### config.mk
export PLATFORM = sky130hd
export DESIGN_NAME = bla_sub64_pipe
export DESIGN_NICKNAME = d
export VERILOG_FILES = /design/src/rtl/sub_pkg.sv /design/src/rtl/bla16.sv /design/src/rtl/bla_sub64_pipe.sv
export SDC_FILE = /design/constraint.sdc
export NUM_CORES = 1
export LEC_CHECK = 0
export ABC_AREA = 1
export CELL_PAD_IN_SITES_DETAIL_PLACEMENT = 1
export CELL_PAD_IN_SITES_GLOBAL_PLACEMENT = 1
export CORE_UTILIZATION = 40
export DETAILED_ROUTE_END_ITERATION = 10
export PLACE_DENSITY = 0.81
export SYNTH_ARGS = -nofsm -noshare
export SYNTH_HDL_FRONTEND = slang
export SYNTH_SLANG_ARGS = --single-unit
### constraint.sdc
create_clock -name clk -period 16.2 [get_ports clk]
set_input_delay 2.43 -clock clk [delete_from_list [all_inputs] [get_ports clk]]
set_output_delay 2.43 -clock clk [all_outputs]
set_load 0.01 [all_outputs]
### src/rtl/sub_pkg.sv
// Shared constants, stage-register payload and 4-bit lookahead helper
// for the pipelined borrow-lookahead subtractor.
package sub_pkg;

  localparam int unsigned WIDTH  = 64;
  localparam int unsigned SLICE  = 16;
  localparam int unsigned STAGES = 4;
  localparam int unsigned GROUP  = 4;
  localparam int unsigned NPIPE  = STAGES - 1;

  // Op in flight: resolved low diff bits plus full operands for the upper slices
  typedef struct packed {
    logic             valid;
    logic [WIDTH-1:0] d;
    logic [WIDTH-1:0] a;
    logic [WIDTH-1:0] b;
    logic             borrow;
    logic             sx;
    logic             sa;
  } stage_t;

  // Flat two-level lookahead over four generate/propagate pairs: {c4,c3,c2,c1,c0}
  function automatic logic [GROUP:0] la4(input logic [GROUP-1:0] g,
                                         input logic [GROUP-1:0] p,
                                         input logic             c);
    logic [GROUP:0] r;
    r[0] = c;
    r[1] = g[0] | (p[0] & c);
    r[2] = g[1] | (p[1] & g[0]) | (p[1] & p[0] & c);
    r[3] = g[2] | (p[2] & g[1]) | (p[2] & p[1] & g[0]) | (p[2] & p[1] & p[0] & c);
    r[4] = g[3] | (p[3] & g[2]) | (p[3] & p[2] & g[1]) | (p[3] & p[2] & p[1] & g[0])
         | (p[3] & p[2] & p[1] & p[0] & c);
    return r;
  endfunction

endpackage

### src/rtl/bla16.sv
// Combinational 16-bit borrow-lookahead slice: d = a - b - bin, two-level
// group lookahead with no ripple between the four 4-bit groups.
module bla16
  import sub_pkg::*;
(
  input  logic [SLICE-1:0] a,
  input  logic [SLICE-1:0] b,
  input  logic             bin,
  output logic [SLICE-1:0] d,
  output logic             bout
);

  localparam int unsigned NGRP = SLICE / GROUP;

  logic [SLICE-1:0] g, p, bb;
  logic [NGRP-1:0]  gg, gp;
  logic [GROUP:0]   gc, t;

  always_comb begin
    g  = ~a & b;
    p  = ~(a ^ b);
    gg = '0;
    gp = '0;
    bb = '0;
    t  = '0;
    // Group generate/propagate from the bit-level terms
    for (int j = 0; j < int'(NGRP); j++) begin
      t     = la4(g[j*GROUP +: GROUP], p[j*GROUP +: GROUP], 1'b0);
      gg[j] = t[GROUP];
      gp[j] = &p[j*GROUP +: GROUP];
    end
    gc   = la4(gg, gp, bin);
    bout = gc[GROUP];
    for (int j = 0; j < int'(NGRP); j++) begin
      t                      = la4(g[j*GROUP +: GROUP], p[j*GROUP +: GROUP], gc[j]);
      bb[j*GROUP +: GROUP]   = t[GROUP-1:0];
    end
    d = a ^ b ^ bb;
  end

endmodule

### src/rtl/bla_sub64_pipe.sv
// Four-stage pipelined 64-bit borrow-lookahead subtractor with valid/ready
// handshake; the whole pipe stalls when the output is held.
module bla_sub64_pipe
  import sub_pkg::*;
(
  input  logic             clk,
  input  logic             rst,
  input  logic             in_valid,
  output logic             in_ready,
  input  logic [WIDTH-1:0] a,
  input  logic [WIDTH-1:0] b,
  input  logic             bin,
  output logic             out_valid,
  input  logic             out_ready,
  output logic [WIDTH-1:0] diff,
  output logic             bout,
  output logic             ovf
);

  stage_t           st_q [NPIPE];
  stage_t           st_d [NPIPE];
  logic             out_valid_q, out_valid_d;
  logic [WIDTH-1:0] diff_q, diff_d;
  logic             bout_q, bout_d;
  logic             ovf_q, ovf_d;

  logic [SLICE-1:0]  sl_a [STAGES];
  logic [SLICE-1:0]  sl_b [STAGES];
  logic [SLICE-1:0]  sl_d [STAGES];
  logic [STAGES-1:0] sl_bi, sl_bo;

  assign in_ready = ~out_valid_q | out_ready;

  // Slice k works on bits [16k+15:16k] with the borrow from stage k-1
  always_comb begin
    sl_a[0]  = a[SLICE-1:0];
    sl_b[0]  = b[SLICE-1:0];
    sl_bi[0] = bin;
    for (int k = 1; k < int'(STAGES); k++) begin
      sl_a[k]  = st_q[k-1].a[k*SLICE +: SLICE];
      sl_b[k]  = st_q[k-1].b[k*SLICE +: SLICE];
      sl_bi[k] = st_q[k-1].borrow;
    end
  end

  for (genvar k = 0; k < int'(STAGES); k++) begin : g_slice
    bla16 u_bla16 (
      .a    (sl_a[k]),
      .b    (sl_b[k]),
      .bin  (sl_bi[k]),
      .d    (sl_d[k]),
      .bout (sl_bo[k])
    );
  end

  always_comb begin
    st_d[0]        = '0;
    st_d[0].valid  = in_valid;
    st_d[0].d      = WIDTH'(sl_d[0]);
    st_d[0].a      = a;
    st_d[0].b      = b;
    st_d[0].borrow = sl_bo[0];
    st_d[0].sx     = a[WIDTH-1] ^ b[WIDTH-1];
    st_d[0].sa     = a[WIDTH-1];
    for (int k = 1; k < int'(NPIPE); k++) begin
      st_d[k]                      = st_q[k-1];
      st_d[k].d[k*SLICE +: SLICE]  = sl_d[k];
      st_d[k].borrow               = sl_bo[k];
    end
    // Final slice lands directly in the output registers
    out_valid_d = st_q[NPIPE-1].valid;
    diff_d      = {sl_d[STAGES-1], st_q[NPIPE-1].d[WIDTH-SLICE-1:0]};
    bout_d      = sl_bo[STAGES-1];
    ovf_d       = st_q[NPIPE-1].sx & (sl_d[STAGES-1][SLICE-1] ^ st_q[NPIPE-1].sa);
  end

  always_ff @(posedge clk) begin
    if (rst) begin
      for (int k = 0; k < int'(NPIPE); k++) st_q[k] <= '0;
      out_valid_q <= 1'b0;
      diff_q      <= '0;
      bout_q      <= 1'b0;
      ovf_q       <= 1'b0;
    end else if (in_ready) begin
      for (int k = 0; k < int'(NPIPE); k++) st_q[k] <= st_d[k];
      out_valid_q <= out_valid_d;
      diff_q      <= diff_d;
      bout_q      <= bout_d;
      ovf_q       <= ovf_d;
    end
  end

  assign out_valid = out_valid_q;
  assign diff      = diff_q;
  assign bout      = bout_q;
  assign ovf       = ovf_q;

endmodule

==> summary.md, run 1 <==
| Metric | Value |
|---|---|
| Clk sinks | `364` |
| Filler cell count | `between 4,000 and 5,000` |
| Layout Utilization | `0.505` |
| DR WL met3 | `between 1000 and 1500 microns` |
| Cell Rows | `73` |
| Worst EP arrival | `around 3.7 ns` |
| Netlist cell types | `40` |
| Die Y | `~200 microns` |
| Vias | `~11,000` |
| Ys async rst share | `0` |
| Ys flop type | `edfxtp_1` |
| Max-cap viol count | `0` |
| VDD IR max | `around 0.07 mV` |
| Post-route DRC | `0` |
| Worst-Skew Late Latency | `roughly 0.55 ns` |
| Antenna Cells | `0` |
| Leakage power | `9.04 nW` |
| CORE AREA | `roughly 40,000 sq um` |
| Min-Delay Path Class | `reg2reg` |
| Synth area leader | `edfxtp_1` |
| Largest net degree at the start of global routing | `between 100 and 150` |
| Worst-path fanout max | `3` |
| Clk slew on worst S/H paths | `roughly 0.06 ns` |
| Slew @ Worst Pin | `1.16 ns` |
| Post-synth top area share | `0.541` |
| Crit-path cells | `clkdlybuf4s50_1 -> nor2_2 -> inv_1 -> clkdlybuf4s50_1` |
| CTS buffer count | `between 40 and 50` |
| Gpl congestion | `roughly 0.77` |
| Net Sw Frac | `0.248` |
| Root buf cell | `clkbuf_16` |
| DP Wirelength | `approximately 25,000 microns` |
| Top-count cell post-synth | `inv_1` |
| Initial Util | `0.410` |
| DR WL/cell | `16.1 microns` |
| Hold slack | `approximately 0.46 ns` |
| Total Nets Final | `around 2,000` |
| Combinational power share | `0.140` |
| Met2 wire len | `about 20,000 microns` |
| CTS tree | `built` |
| Post-CTS Setup Bufs | `0` |
| Syn nets | `roughly 1,800` |
| Area of the multi-input gates | `around 4500 sq um` |
| Mapped cell area | `16,500 sq um` |
| RSZ-0062 raised after global routing | `false` |
| GRT Overall Usage | `0.184` |
| Post-synthesis sequential area ratio | `0.623` |
| Full die area | `approximately 42,000 sq um` |
| CP max stage delay | `0.49 ns` |
| Synth-to-Final Area Change | `23.3%` |
| Number of flops mapped to enable cells by yosys | `slightly below 300` |
| PwrDens | `between 100 and 150 nW/um^2` |
| Final hold vios | `0` |
| Internal power | `between 1.5 and 2 mW` |
| Crit path capture type | `primary output` |
| CP required | `about 14 ns` |
| Slowest-stage cell, CP | `clkdlybuf4s50_1` |
| Initial antenna violation count | `2` |
| Synthesized flop and latch total | `364` |
| Final Skew | `roughly 0.019 ns` |
| Initial DRT Pass Iterations | `4` |
| Commonest cells in the netlist | `inv_1 (393), nor2_1 (314), edfxtp_1 (297)` |
| Period utilisation layout | `0.376` |
| CTS Buffer Depth | `3` |
| Total I/O pin count | `around 200` |
| Post-Syn Instances | `~1,600` |
| Syn_area_per_cell | `approximately 10 sq um` |
| Final WL | `37,700 microns` |
| Setup TNS | `0 ns` |
| H-tree levels | `2` |
| Via density | `4.75` |
| Global-route wire length before repair | `just over 60,000 microns` |
| Synth Warn # | `0` |
| Tot Pwr | `between 2 and 2.5 mW` |
| PostCTS Resize Cnt | `0` |
| IO Port Bufs | `200` |
| Startpoint type of the worst setup path | `primary input` |
| Fmax | `164 MHz` |
| Die width | `~200 microns` |
| Slew headroom | `0.228` |
| Area after DPL | `between 15,000 and 20,000 sq um` |
| Top layer in use | `met5` |
| Final global-route overflow total | `0` |
| Crit path kind | `in2out` |
| Period minus WS final | `6.08 ns` |
| Vias in the first global route | `~12,000` |
| Sequential share of power | `0.474` |
| Hold_buf cts | `0` |
| NetSw | `a little under 600 uW` |
| Register area | `approximately 10,000 sq um` |
| Status | `completed` |
| Detail Route Antenna Nets | `0` |
| Fraction of power consumed by the clock network | `0.386` |
| Final setup fails | `0` |
| Initial DRC count | `~410` |
| Final instance area | `slightly above 20,000 sq um` |
| Layout cell share with drive strength beyond 1 | `0.0500` |
| Most used cell along the critical path | `clkdlybuf4s50_1` |
| M1 WL | `15,100 microns` |
| Max-slew violation count | `0` |
| Synth top area cells | `edfxtp_1 (54%), inv_1 (9.0%), dfxtp_1 (8.1%)` |
==> power groups by stage <==
stage	registers [mW]	logic, mW	clock network, mW
after global placement	1.15	0.312	0
after CTS	1.14	0.341	0.945
final	1.14	0.336	0.923
after global routing	1.14	0.379	0.977
after floorplan	1.15	0.198	0
after detailed placement	1.16	0.335	0
==> through the flow <==
stage	std cells	setup slack, ns
finish	2346	10.12
CTS	2346	10.11
global route	2346	10.06
global placement	2271	10.12
floorplan	1586	6.84
detailed placement	2271	10.12
==> area by class of cell <==
class / count / share of cell area
clock buffers: 56 / 0.0569
flip-flops and latches: 364 / 0.505
repair buffers: 206 / 0.101
well taps: 525 / 0.0323
inverters: 394 / 0.0735
clock inverters: 19 / 0.00899
multi-input cells: 782 / 0.222
==> state kept, by name, indices dropped and copies added, names as in the netlist <==
signal and count:
bout 1, ovf 1, out_valid 1, st_q 297, diff 64
==> cells by family (layout without fill, tap and decap cells) <==
group,Yosys count,in the layout,synth area share
fa+ha+maj,80,80,0.0680
xor+xnor,19,19,0.0101
flops,364,364,0.623
compound gates,133,133,0.0577
simple gates,550,550,0.138
buf+inv,440,675,0.104
==> final timing paths <==
kind	to	startpoint	slack, ns	depth (start not counted)
worst min register to register	diff[5]	st_q[0][528]	0.46	1
worst max-delay path	in_ready	out_ready	10.12	4
worst max register to register	st_q[0][198]	out_valid	13.20	9
worst min-delay path	diff[5]	st_q[0][528]	0.46	1
==> worst max-delay path, delay by kind of cell <==
kind / cells / cell delay [ns]
simple gates: 1 / 0.21
buf+inv: 3 / 1.02
==> metal layers <==
metal | vias to the layer above | track usage
li1 | 5444 | -
met1 | 5446 | 0.205
met2 | 181 | 0.347
met3 | 67 | 0.0328
met4 | 4 | 0.0619
met5 | - | 0
==> cell usage in the layout, fill, tap and decap left out, types with 2 or more instances in the layout <==
master,count
ha_1,64
dfxtp_1,67
fa_1,16
nor2_1,314
a31oi_1,3
a21o_1,4
nor2_2,5
nand2_1,139
xor2_1,7
a22o_1,52
nand4_2,3
a21oi_2,7
clkbuf_8,3
clkinv_1,2
o21ai_0,12
nor3_1,2
a211oi_1,2
inv_1,392
nor2_4,2
clkinv_2,11
buf_4,6
or2_1,5
clkbuf_16,43
a21oi_1,39
nand4_1,20
clkdlybuf4s50_1,200
edfxtp_1,297
inv_8,2
and3_1,3
nand3_1,51
o21bai_1,8
nor4_1,2
xnor2_1,12
bufinv_16,3
clkbuf_1,10
a311oi_1,2
Power figures use the tool's default switching activity.
==> inputs of run 2 (changes only) <==
--- a/config.mk
+++ b/config.mk
@@ -10,7 +10,7 @@
 export CELL_PAD_IN_SITES_GLOBAL_PLACEMENT = 1
 export CORE_UTILIZATION = 40
 export DETAILED_ROUTE_END_ITERATION = 10
-export PLACE_DENSITY = 0.81
+export PLACE_DENSITY = 0.84
 export SYNTH_ARGS = -nofsm -noshare
 export SYNTH_HDL_FRONTEND = slang
 export SYNTH_SLANG_ARGS = --single-unit
==> constraint.sdc (replaced) <==
create_clock -name clk -period 5 [get_ports clk]
set_input_delay 0.75 -clock clk [delete_from_list [all_inputs] [get_ports clk]]
set_output_delay 0.75 -clock clk [all_outputs]
set_load 0.01 [all_outputs]
==> run 2 against run 1 <==
Net effect: clock skew decreased by 0.0095 ns; setup slack worse by 8.0 ns; non-clock buffer count increased by 4; sequential cell count is the same; cell area shrank 0.20%; first-iteration DRC count grew 34%; sequential power increased to 3.2 times the previous value; core utilization is 0.10 points lower; via count is 0.80% lower; critical path type is now in2reg.
==> summary.md, run 2 (synthesis gave the netlist of run 1 again) <==
| Metric | Value |
|---|---|
| Status | `completed` |
| Fmax | `353 MHz` |
| Worst-path fanout max | `187` |
| Clk sinks | `364` |
| Combinational power share | `0.143` |
| Full die area | `42,000 sq um` |
| Internal power | `about 5.7 mW` |
| Crit path capture type | `flop` |
| Worst path depth | `7` |
| CORE AREA | `40,200 sq um` |
| Cell Rows | `between 70 and 80` |
| GRT Overall Usage | `0.185` |
| Final global-route overflow total | `0` |
| Initial Util | `0.410` |
| Fraction of power consumed by the clock network | `0.372` |
| Period minus WS final | `around 2.8 ns` |
| Global-route wire length before repair | `roughly 61,000 microns` |
| RSZ-0062 raised after global routing | `false` |
| Hold_buf cts | `0` |
| Top reg by flops | `st_q` |
| CTS tree | `built` |
| Initial DRT Pass Iterations | `5` |
| Worst-Skew Late Latency | `~0.55 ns` |
| Die Y | `205 microns` |
| Clk slew on worst S/H paths | `0.05 ns` |
| CP required | `5.15 ns` |
| R2R setup slack | `between 2 and 2.5 ns` |
| Total I/O pin count | `201` |
| Die width | `slightly above 200 microns` |
| Vias in the first global route | `~12,000` |
| Max-cap viol count | `0` |
| Post-route DRC | `0` |
| Vias | `11,100` |
| Slowest-stage cell, CP | `buf_12` |
| Final Skew | `0.00933 ns` |
| Worst reg2reg path depth | `7` |
| Worst EP arrival | `~3.0 ns` |
| CTS buffer count | `41` |
| Max-slew violation count | `0` |
| Startpoint type of the worst setup path | `primary input` |
| Antenna Cells | `0` |
| Detail Route Antenna Nets | `0` |
| Period utilisation layout | `0.567` |
| PwrDens | `375 nW/um^2` |
| Root buf cell | `clkbuf_16` |
| Slew @ Worst Pin | `between 1 and 1.5 ns` |
| Crit-path cells | `clkdlybuf4s50_1 -> nor2_4 -> inv_2 -> nor2_4 -> clkinvlp_4 -> buf_4 -> buf_12` |
| Commonest non-fill, non-tap cell in the layout | `inv_1` |
| Synth-to-Final Area Change | `23.0%` |
| Min-Delay Path Class | `reg2reg` |
| Initial DRC count | `between 500 and 600` |
| NetSw | `around 1.9 mW` |
| Delay-heaviest family, CP | `buffers and inverters` |
| Bufs and invs on worst path | `5` |
| PostCTS Resize Cnt | `0` |
| Worst setup startpoint | `out_ready` |
| DP Wirelength | `about 26,000 microns` |
| Hold slack | `between 0.4 and 0.5 ns` |
| Setup TNS | `0 ns` |
| Net Sw Frac | `0.247` |
| H-tree levels | `2` |
| Final hold vios | `0` |
| Most frequent cells in the layout | `inv_1 (391), nor2_1 (314), edfxtp_1 (297), clkdlybuf4s50_1 (200), nand2_1 (139)` |
| Initial antenna violation count | `2` |
| Slew headroom | `0.166` |
| Layout cell share with drive strength beyond 1 | `0.0471` |
| Sequential share of power | `0.485` |
| Largest register FFs | `between 200 and 300` |
| Worst r2r src | `out_valid` |
| Crit path kind | `in2reg` |
| VDD IR max | `0.188 mV` |
| Final setup fails | `0` |
| DR WL/cell | `between 15 and 20 microns` |
| Leakage power | `between 9 and 10 nW` |
| Post-CTS Setup Bufs | `0` |
| Via density | `roughly 4.7` |
| R2R Path End | `st_q[0][306]` |
| Most used cell along the critical path | `nor2_4` |
| Critical Path End | `st_q[0][306]` |
| Final WL | `between 30,000 and 40,000 microns` |
| Gpl congestion | `0.786` |
| CP max stage delay | `~0.56 ns` |
| Filler cell count | `approximately 4,400` |
| Layout Utilization | `0.504` |
| Total Nets Final | `roughly 2,000` |
| Largest net degree at the start of global routing | `roughly 190` |
| CTS Buffer Depth | `3` |
| IO Port Bufs | `200` |
-- run 2: changes by cell type in the layout (fill, tap and decap cells not counted), sizes merged --
cell / previous run / this run
clkbuf: 56 / 68
clkinv: 14 / 5
buf: 6 / 10
bufinv: 3 / 0
inv: 395 / 394
-- run 2: worst min-delay path by stage --
stage	start	end	slack [ns]	cells after the start
after floorplan	st_q[0][587]	out_valid	0.43	2
after global placement	diff[51]	diff[51]	0.44	2
after detailed placement	ovf	ovf	0.45	2
after CTS	ovf	ovf	0.46	2
after global routing	ovf	ovf	0.47	2
final	ovf	ovf	0.45	2
-- run 2: per-layer routing --
layer	vias to the layer above	GRT usage	wire length (microns)
met1	5313	0.205	15000
met3	71	0.0328	1570
met2	215	0.345	20200
met4	4	0.0754	1120
met5	-	0	23
li1	5450	-	-
-- run 2: area by class of cell --
class | instances | area (sq um) | area share
Multi-Input combinational cell | 782 | 4520 | 0.223
Clock inverter | 6 | 32.5 | 0.00160
Inverter | 394 | 1490 | 0.0735
Clock buffer | 68 | 1220 | 0.0602
Tap cell | 525 | 657 | 0.0324
Sequential cell | 364 | 10300 | 0.506
Timing Repair Buffer | 210 | 2090 | 0.103
-- run 2: stage by stage --
stage	total power, mW	instances	worst slack [ns]	cell area, sq um
final	7.59	2349	2.16	20300
after global routing	7.92	2349	2.07	20300
after CTS	7.69	2349	2.24	20300
after detailed placement	4.83	2275	1.68	19000
after global placement	4.75	2275	1.80	19000
after floorplan	4.37	1586	-1.14	16500
-- run 2: worst reg2reg max path, cell delays in order, from the launching register on --
cell and delay [ns]:
dfxtp_1 0.30, inv_1 0.08, nor2_4 0.06, inv_2 0.07
nor2_4 0.04, clkinvlp_4 0.06, buf_4 0.48, buf_12 0.57
-- run 2: power by group through the flow --
stage | sequential [mW] | combinational [mW] | clock, mW
after CTS | 3.68 | 1.10 | 2.91
after floorplan | 3.73 | 0.641 | 0
after global placement | 3.73 | 1.02 | 0
after global routing | 3.71 | 1.22 | 2.99
final | 3.68 | 1.09 | 2.82
after detailed placement | 3.74 | 1.09 | 0
